--- src/rtl/decrypt_pkg.sv ---
// decrypt_pkg: shared FSM states, rounding constants and counter sizing for LWE decryption
package decrypt_pkg;
  typedef enum logic [1:0] {S_ACC, S_ROUND, S_OUT} state_t;
  localparam int DEF_N = 30;
  localparam int DEF_P = 6;
  localparam int SHIFT = DEF_N - DEF_P;
  localparam longint unsigned ROUND_HALF = 64'd1 << (SHIFT - 1);
  function automatic int cnt_w(input int d);
    return (d > 1) ? $clog2(d) : 1;
  endfunction
endpackage

--- src/rtl/decrypt_vec_mod_round.sv ---
// mod_round: rounds an N-bit mod-2^N value to its top P bits with wrap-around
module mod_round #(
  parameter int N = 30,
  parameter int P = 6
) (
  input  logic [N-1:0] x,
  output logic [P-1:0] y
);
  localparam logic [N-1:0] HALF = N'(1) << (N - P - 1);
  logic [N-1:0] s;
  assign s = x + HALF;
  assign y = P'(s >> (N - P));
endmodule

--- src/rtl/decrypt_vec.sv ---
// decrypt_vec: streaming LWE decryption, one (sk, c_bot) pair per beat then round to P bits
module decrypt_vec
  import decrypt_pkg::*;
#(
  parameter int DIMENSION = 4,
  parameter int N = 30,
  parameter int P = 6
) (
  input  logic         clk,
  input  logic         rst,
  input  logic         in_valid,
  output logic         in_ready,
  input  logic [N-1:0] in_ct_top,
  input  logic [N-1:0] in_sk_elem,
  input  logic [N-1:0] in_ct_elem,
  output logic         out_valid,
  input  logic         out_ready,
  output logic [P-1:0] out_result
);
  localparam int CW = cnt_w(DIMENSION);
  localparam logic [CW-1:0] LAST = CW'(DIMENSION - 1);
  state_t state_q, state_d;
  logic [CW-1:0] beat_q, beat_d;
  logic [N-1:0] acc_q, acc_d, prod;
  logic [P-1:0] res_q, res_d, rounded;
  mod_round #(.N(N), .P(P)) u_round (.x(acc_q), .y(rounded));
  assign prod = in_sk_elem * in_ct_elem;
  always_comb begin
    state_d = state_q;
    beat_d = beat_q;
    acc_d = acc_q;
    res_d = res_q;
    case (state_q)
      S_ACC: if (in_valid) begin
        acc_d = ((beat_q == '0) ? in_ct_top : acc_q) + prod;
        beat_d = (beat_q == LAST) ? '0 : beat_q + 1'b1;
        state_d = (beat_q == LAST) ? S_ROUND : S_ACC;
      end
      S_ROUND: begin
        res_d = rounded;
        state_d = S_OUT;
      end
      S_OUT: state_d = out_ready ? S_ACC : S_OUT;
      default: state_d = S_ACC;
    endcase
  end
  always_ff @(posedge clk) begin
    if (rst) begin
      state_q <= S_ACC;
      beat_q <= '0;
      acc_q <= '0;
      res_q <= '0;
    end else begin
      state_q <= state_d;
      beat_q <= beat_d;
      acc_q <= acc_d;
      res_q <= res_d;
    end
  end
  assign in_ready = state_q == S_ACC;
  assign out_valid = state_q == S_OUT;
  assign out_result = res_q;
endmodule

--- config.mk ---
export PLATFORM = sky130hd
export DESIGN_NAME = decrypt_vec
export DESIGN_NICKNAME = d
export VERILOG_FILES = /design/src/rtl/decrypt_pkg.sv /design/src/rtl/decrypt_vec_mod_round.sv /design/src/rtl/decrypt_vec.sv
export SDC_FILE = /design/constraint.sdc
export NUM_CORES = 1
export LEC_CHECK = 0
export BUFFER_PORTS_ARGS = -buffer_cell sky130_fd_sc_hd__buf_2
export CAP_MARGIN = 5
export CORE_MARGIN = 2
export CORE_UTILIZATION = 65
export DETAILED_ROUTE_END_ITERATION = 10
export PLACE_DENSITY = 0.85
export SLEW_MARGIN = 25
export SYNTH_ARGS = -nofsm -noshare
export SYNTH_HDL_FRONTEND = slang
export SYNTH_SLANG_ARGS = --single-unit
export TNS_END_PERCENT = 50
--- constraint.sdc ---
create_clock -name clk -period 9.3 [get_ports clk]
set_input_delay 0.93 -clock clk [delete_from_list [all_inputs] [get_ports clk]]
set_output_delay 0.93 -clock clk [all_outputs]
set_load 0.05 [all_outputs]
-- Word level (Yosys, flattened, before mapping)
Index checks and enable logic that the tools add are counted.
- flip-flop bits (word level): 40
- output and inout bits: 8
- logic and storage cells: 21
- add/sub/neg operators: 3
- multiply operators: 1
- eq/ne operators: 4
- mux-type cells: 6
- reductions and logical operators: 3
- operator list (kind ; count):
    $add A30 B24 Y30 const B ; 1
    $add A30 B30 Y30 ; 1
    $mul A30 B30 Y30 ; 1
    $mux W30 ; 1
    $mux W2 ; 3
    $pmux W2 S3 ; 1
    $eq A2 B2 Y1 const B ; 2
    $logic_not A2 Y1 ; 2
    $add A2 B1 Y2 const B ; 1
    $eq A2 B1 Y1 const B ; 1
    $ne A2 B2 Y1 const B ; 1
    $reduce_and A2 Y1 ; 1
    $mux W1 ; 1

-- Logic depth before layout (Yosys ltp)
- depth after elaboration: 4
- mapped depth: 28
- depth with buffers taken out: 26

-- Cells and area by module
From an unflattened synthesis, not the netlist that was laid out.
- cell total of the unflattened synthesis: 1804
- area total of the unflattened synthesis: 16241.8 um2
- modules (own cells, without submodules) (module ; instances ; cells each ; area an instance (um2) ; seq. area each (um2)):
    decrypt_vec ; 1 ; 1794 ; 16161.8 ; 800.8
    mod_round ; 1 ; 10 ; 80.1 ; 0.0

-- Worst setup path after synthesis
OpenSTA, ideal clock, no wires.
- kind: input to register
- from: input port in_sk_elem[11]
- to: register acc_q[25]
- library setup time: 0.070 ns
- arrival time: 7.211 ns
- data required time: 9.230 ns
- setup slack: 2.019 ns
- stages on the path: 24
- path through: clkbuf_1 -> clkbuf_1 -> nand2_1 -> fa_1 -> inv_1 -> fa_1 -> inv_1 -> fa_1 -> fa_1 -> inv_1 -> fa_1 -> inv_1 -> fa_1 -> fa_1 -> fa_1 -> inv_1 -> ha_1 -> a21o_1 -> a221o_1 -> a31oi_1 -> a2bb2oi_1 -> nand2_1 -> or3_1 -> a21oi_1
- longest elaborated chain between the ends: 2
- RTL lines (element ; RTL line ; text):
    from (decl) ; decrypt_vec.sv:14 ; input logic [N-1:0] in_sk_elem,
    $mul A30 B30 Y30 ; decrypt_vec.sv:27 ; assign prod = in_sk_elem * in_ct_elem;
    $add A30 B30 Y30 ; decrypt_vec.sv:35 ; acc_d = ((beat_q == '0) ? in_ct_top : acc_q) + prod;
    to (signal assigned) ; decrypt_vec.sv:51 ; acc_q <= '0;
    to (signal assigned) ; decrypt_vec.sv:56 ; acc_q <= acc_d;
    to (decl) ; decrypt_vec.sv:24 ; logic [N-1:0] acc_q, acc_d, prod;
Every way passes these cells.
A chain may end at the register's enable or synchronous reset.

-- Worst setup path in the final report
- from: input port in_ct_elem[3]
- to: register acc_q[21]
- longest elaborated chain between the ends: 2
- RTL lines (element ; RTL line ; text):
    from (decl) ; decrypt_vec.sv:15 ; input logic [N-1:0] in_ct_elem,
    $mul A30 B30 Y30 ; decrypt_vec.sv:27 ;
    $add A30 B30 Y30 ; decrypt_vec.sv:35 ;
Every way passes these cells.

==> results.py <==
metrics = {
    "worst_setup_path": {
        "critPathSlowestCell": "fa_1",
        "cp_cell_sequence": "buf_2 -> and2_1 -> fa_1 -> fa_1 -> fa_1 -> inv_1 -> fa_1 -> inv_1 -> fa_1 -> inv_1 -> fa_1 -> inv_1 -> fa_1 -> fa_1 -> ha_1 -> a21oi_1 -> o21ai_0 -> nor3_1 -> a211oi_1 -> o21ai_1 -> a21oi_1 -> mux2i_1 -> o311ai_0",
        "cp_common_cell": "fa_1",
        "cpLargestDelayFamily": "adder cells",
        "crit_type": "input pin to flop",
        "cp_data_required_time_ns": 9.41,
        "cp_num_buf_inv": 5,
        "worstPathMaxFanout": 27,
        "crit_path_end_kind": "flop",
        "critPathMaxStageDelay_ns": 0.53,
        "arrival_ns": 7.59,
        "reg2reg_slack_ns": 2.51,
        "start_kind": "input pin",
    },
    "sta": {
        "worstMarginPinSlew_ns": 0.9370,
        "relSlewSlack_pct": 37.53,
        "fmax_mhz": 133.8,
        "fin_crit_sh_pct": 80.37,
        "hold_slack_ns": 0.4507,
        "min_period_ns": 7.475,
        "rsz0062_at_grt": "no",
        "finalSetupTns_ns": 0,
        "slew_viol_final": 0,
        "fin_skew_ns": 0.007936,
        "finalHoldViolations": 0,
        "setup_violations": 0,
    },
    "routing": {
        "drt-wirelength-per-cell_um": 18.56,
        "first_pass_iters": 5,
        "antenna_left": 0,
        "drc": 0,
        "totalWireLength_um": 40290,
        "drt-initial-drc-count": 1104,
        "num_vias": 12420,
        "vias_per_cell": 5.722,
    },
    "synth": {
        "ys_seq_area_share_pct": 4.902,
        "postSynthAreaPerCell_um2": 8.971,
        "synth_edf_count": 0,
        "synth_area_mm2": 0.01634,
        "yosysWarnings": 0,
        "synthCells": 1821,
        "ys_ff_latch": 40,
        "synthesis.nets": 2417,
        "async_reset_ff_share_pct": 0,
        "ys_dominant_reg_cell": "dfxtp_1",
        "ys_types": 48,
    },
    "global_route": {
        "grt_pass1_vias": 13000,
        "grt_overflow_total": 0,
        "grtUsageMet2_pct": 50.52,
        "grt.busiest_layer": "met2",
        "grtUsageMet3_pct": 6.977,
        "grt_pass1_wl_um": 67150,
        "antenna_found_initial": 0,
        "grt_use_met1_pct": 46.57,
        "grt_usage_pct": 32.67,
        "grt_max_degree": 52,
    },
    "cts": {
        "cts_setup_buffers": 0,
        "cts_tree": "yes",
        "cts_buffers": 5,
        "cts_max_level": 2,
        "cts_buffer_depth": 2,
        "cts_root_buf": "clkbuf_16",
        "cts.sinks": 40,
        "clkTransAtPathRegs_ns": 0.07,
        "ctsHoldBuffers": 0,
        "clk_latency_ns": 0.29,
        "cts.repair.resized": 0,
    },
    "job": {
        "maxCapViolations": 0,
    },
    "finish": {
        "regArea_um2": 800.8,
        "multiInputGateArea_mm2": 0.01380,
        "drive_gt1_share_pct": 7.065,
        "fillerInstances": 1891,
        "nNetsFinal": 2435,
        "layout_common_cells": "fa_1 (380), inv_1 (370), nand2_1 (291), and2_1 (228), ha_1 (122)",
        "area_growth_pct": 4.634,
        "final_common_cell": "fa_1",
    },
    "floorplan": {
        "initial_utilization_pct": 65.63,
        "core-area_mm2": 0.02489,
        "io-pin-count": 102,
        "die_h_um": 162.5,
        "std_cell_rows": 58,
        "die_x_um": 162.5,
        "dieArea_mm2": 0.02642,
    },
    "worst_hold_path": {
        "hold_class": "flop to flop",
    },
    "outcome": {
        "outcome": "finished clean",
    },
    "placement": {
        "port_buffers": 101,
        "place_congestion": 0.9444,
        "dp_hpwl_um": 33410,
    },
}
synthesized netlist by cell type, types with 2 or more instances:
| cell type | n | area [um2] |
|---|---|---|
| a211o_1 | 3 | 26.28 |
| a211oi_1 | 10 | 75.07 |
| a21o_1 | 12 | 90.09 |
| a21oi_1 | 43 | 215.2 |
| a221o_1 | 2 | 20.02 |
| a31oi_1 | 2 | 12.51 |
| a41oi_1 | 2 | 17.52 |
| and2_1 | 229 | 1433 |
| and3_1 | 2 | 12.51 |
| and4_1 | 2 | 17.52 |
| buf_2 | 5 | 25.02 |
| clkbuf_1 | 86 | 322.8 |
| dfxtp_1 | 40 | 800.8 |
| fa_1 | 380 | 7607 |
| ha_1 | 122 | 1526 |
| inv_1 | 370 | 1389 |
| mux2_2 | 14 | 157.7 |
| mux2i_1 | 17 | 170.2 |
| nand2_1 | 291 | 1092 |
| nand3_1 | 11 | 55.05 |
| nand3b_1 | 6 | 45.04 |
| nand4_1 | 2 | 12.51 |
| nor2_1 | 30 | 112.6 |
| nor2b_1 | 2 | 12.51 |
| nor3_1 | 8 | 40.04 |
| nor3b_1 | 3 | 22.52 |
| nor4_1 | 3 | 18.77 |
| nor4b_1 | 2 | 17.52 |
| o211ai_1 | 3 | 22.52 |
| o21a_1 | 3 | 22.52 |
| o21ai_0 | 13 | 65.06 |
| o21ai_1 | 4 | 20.02 |
| o21bai_1 | 5 | 37.54 |
| o31ai_1 | 2 | 15.01 |
| or2_2 | 2 | 12.51 |
| or3_1 | 3 | 18.77 |
| xnor2_1 | 60 | 525.5 |
| xor2_1 | 17 | 148.9 |
flip-flops by register name, indices dropped and copies added, names as in the netlist:
name	count
acc_q	30
out_result	6
state_q	2
beat_q	2
metrics by stage:
| stage | instance area, um2 | utilization (%) | worst slack (ns) | cells |
|---|---|---|---|---|
| 2_1_floorplan | 16340 | - | 2.019 | 1821 |
| 3_3_place_gp | 16920 | 67.97 | 1.722 | 2162 |
| 3_5_place_dp | 16920 | 67.97 | 1.577 | 2162 |
| 4_1_cts | 17090 | 68.66 | 1.867 | 2170 |
| 5_1_grt | 17090 | 68.66 | 1.501 | 2170 |
| 6_report | 17090 | 68.67 | 1.825 | 2171 |
path summary, 6_finish.rpt:
path                                from  cells past startpoint                      to
setup / recovery           in_ct_elem[3]                     23  acc_q[21]$_SDFFE_PP0P_
hold / removal     acc_q[6]$_SDFFE_PP0P_                      2   acc_q[6]$_SDFFE_PP0P_
setup reg to reg  beat_q[0]$_SDFFE_PP0P_                     23  acc_q[21]$_SDFFE_PP0P_
hold reg to reg    acc_q[6]$_SDFFE_PP0P_                      2   acc_q[6]$_SDFFE_PP0P_
area by class of cell:
| class | count | area share [%] |
|---|---|---|
| well taps | 330 | 2.415 |
| repair buffers | 103 | 3.045 |
| clock buffers | 5 | 0.7320 |
| flip-flops and latches | 40 | 4.685 |
| clock inverters | 3 | 0.2708 |
| diodes | 1 | 0.01464 |
| multi-input cells | 1319 | 80.71 |
| inverters | 370 | 8.125 |
layer usage:
metal	vias up	part of all wire, %
li1	5403	-
met1	6306	40
met2	610	46
met3	102	9.9
met4	2	3.5
met5	-	0.16
tightest hold or removal path, delay by kind of cell, from the launching register on:
kind,cells,cell delay [ns]
AO/OA/AOI/OAI,1,0.05
AND/OR/NAND/NOR,1,0.05
flip-flops,1,0.31
cell families after synthesis:
| kind of cell | Yosys count | synth area share (%) |
|---|---|---|
| XOR/XNOR | 78 | 4.266 |
| flip-flops | 40 | 4.902 |
| AO/OA/AOI/OAI | 111 | 4.320 |
| buffers and inverters | 462 | 10.65 |
| multiplexers | 31 | 2.007 |
| adder cells (fa/ha/maj) | 502 | 55.91 |
| AND/OR/NAND/NOR | 597 | 17.94 |
Power is left out: the tool's default activity adds up to more than one toggle a clock period on the data nets, which glitch-free logic cannot reach.
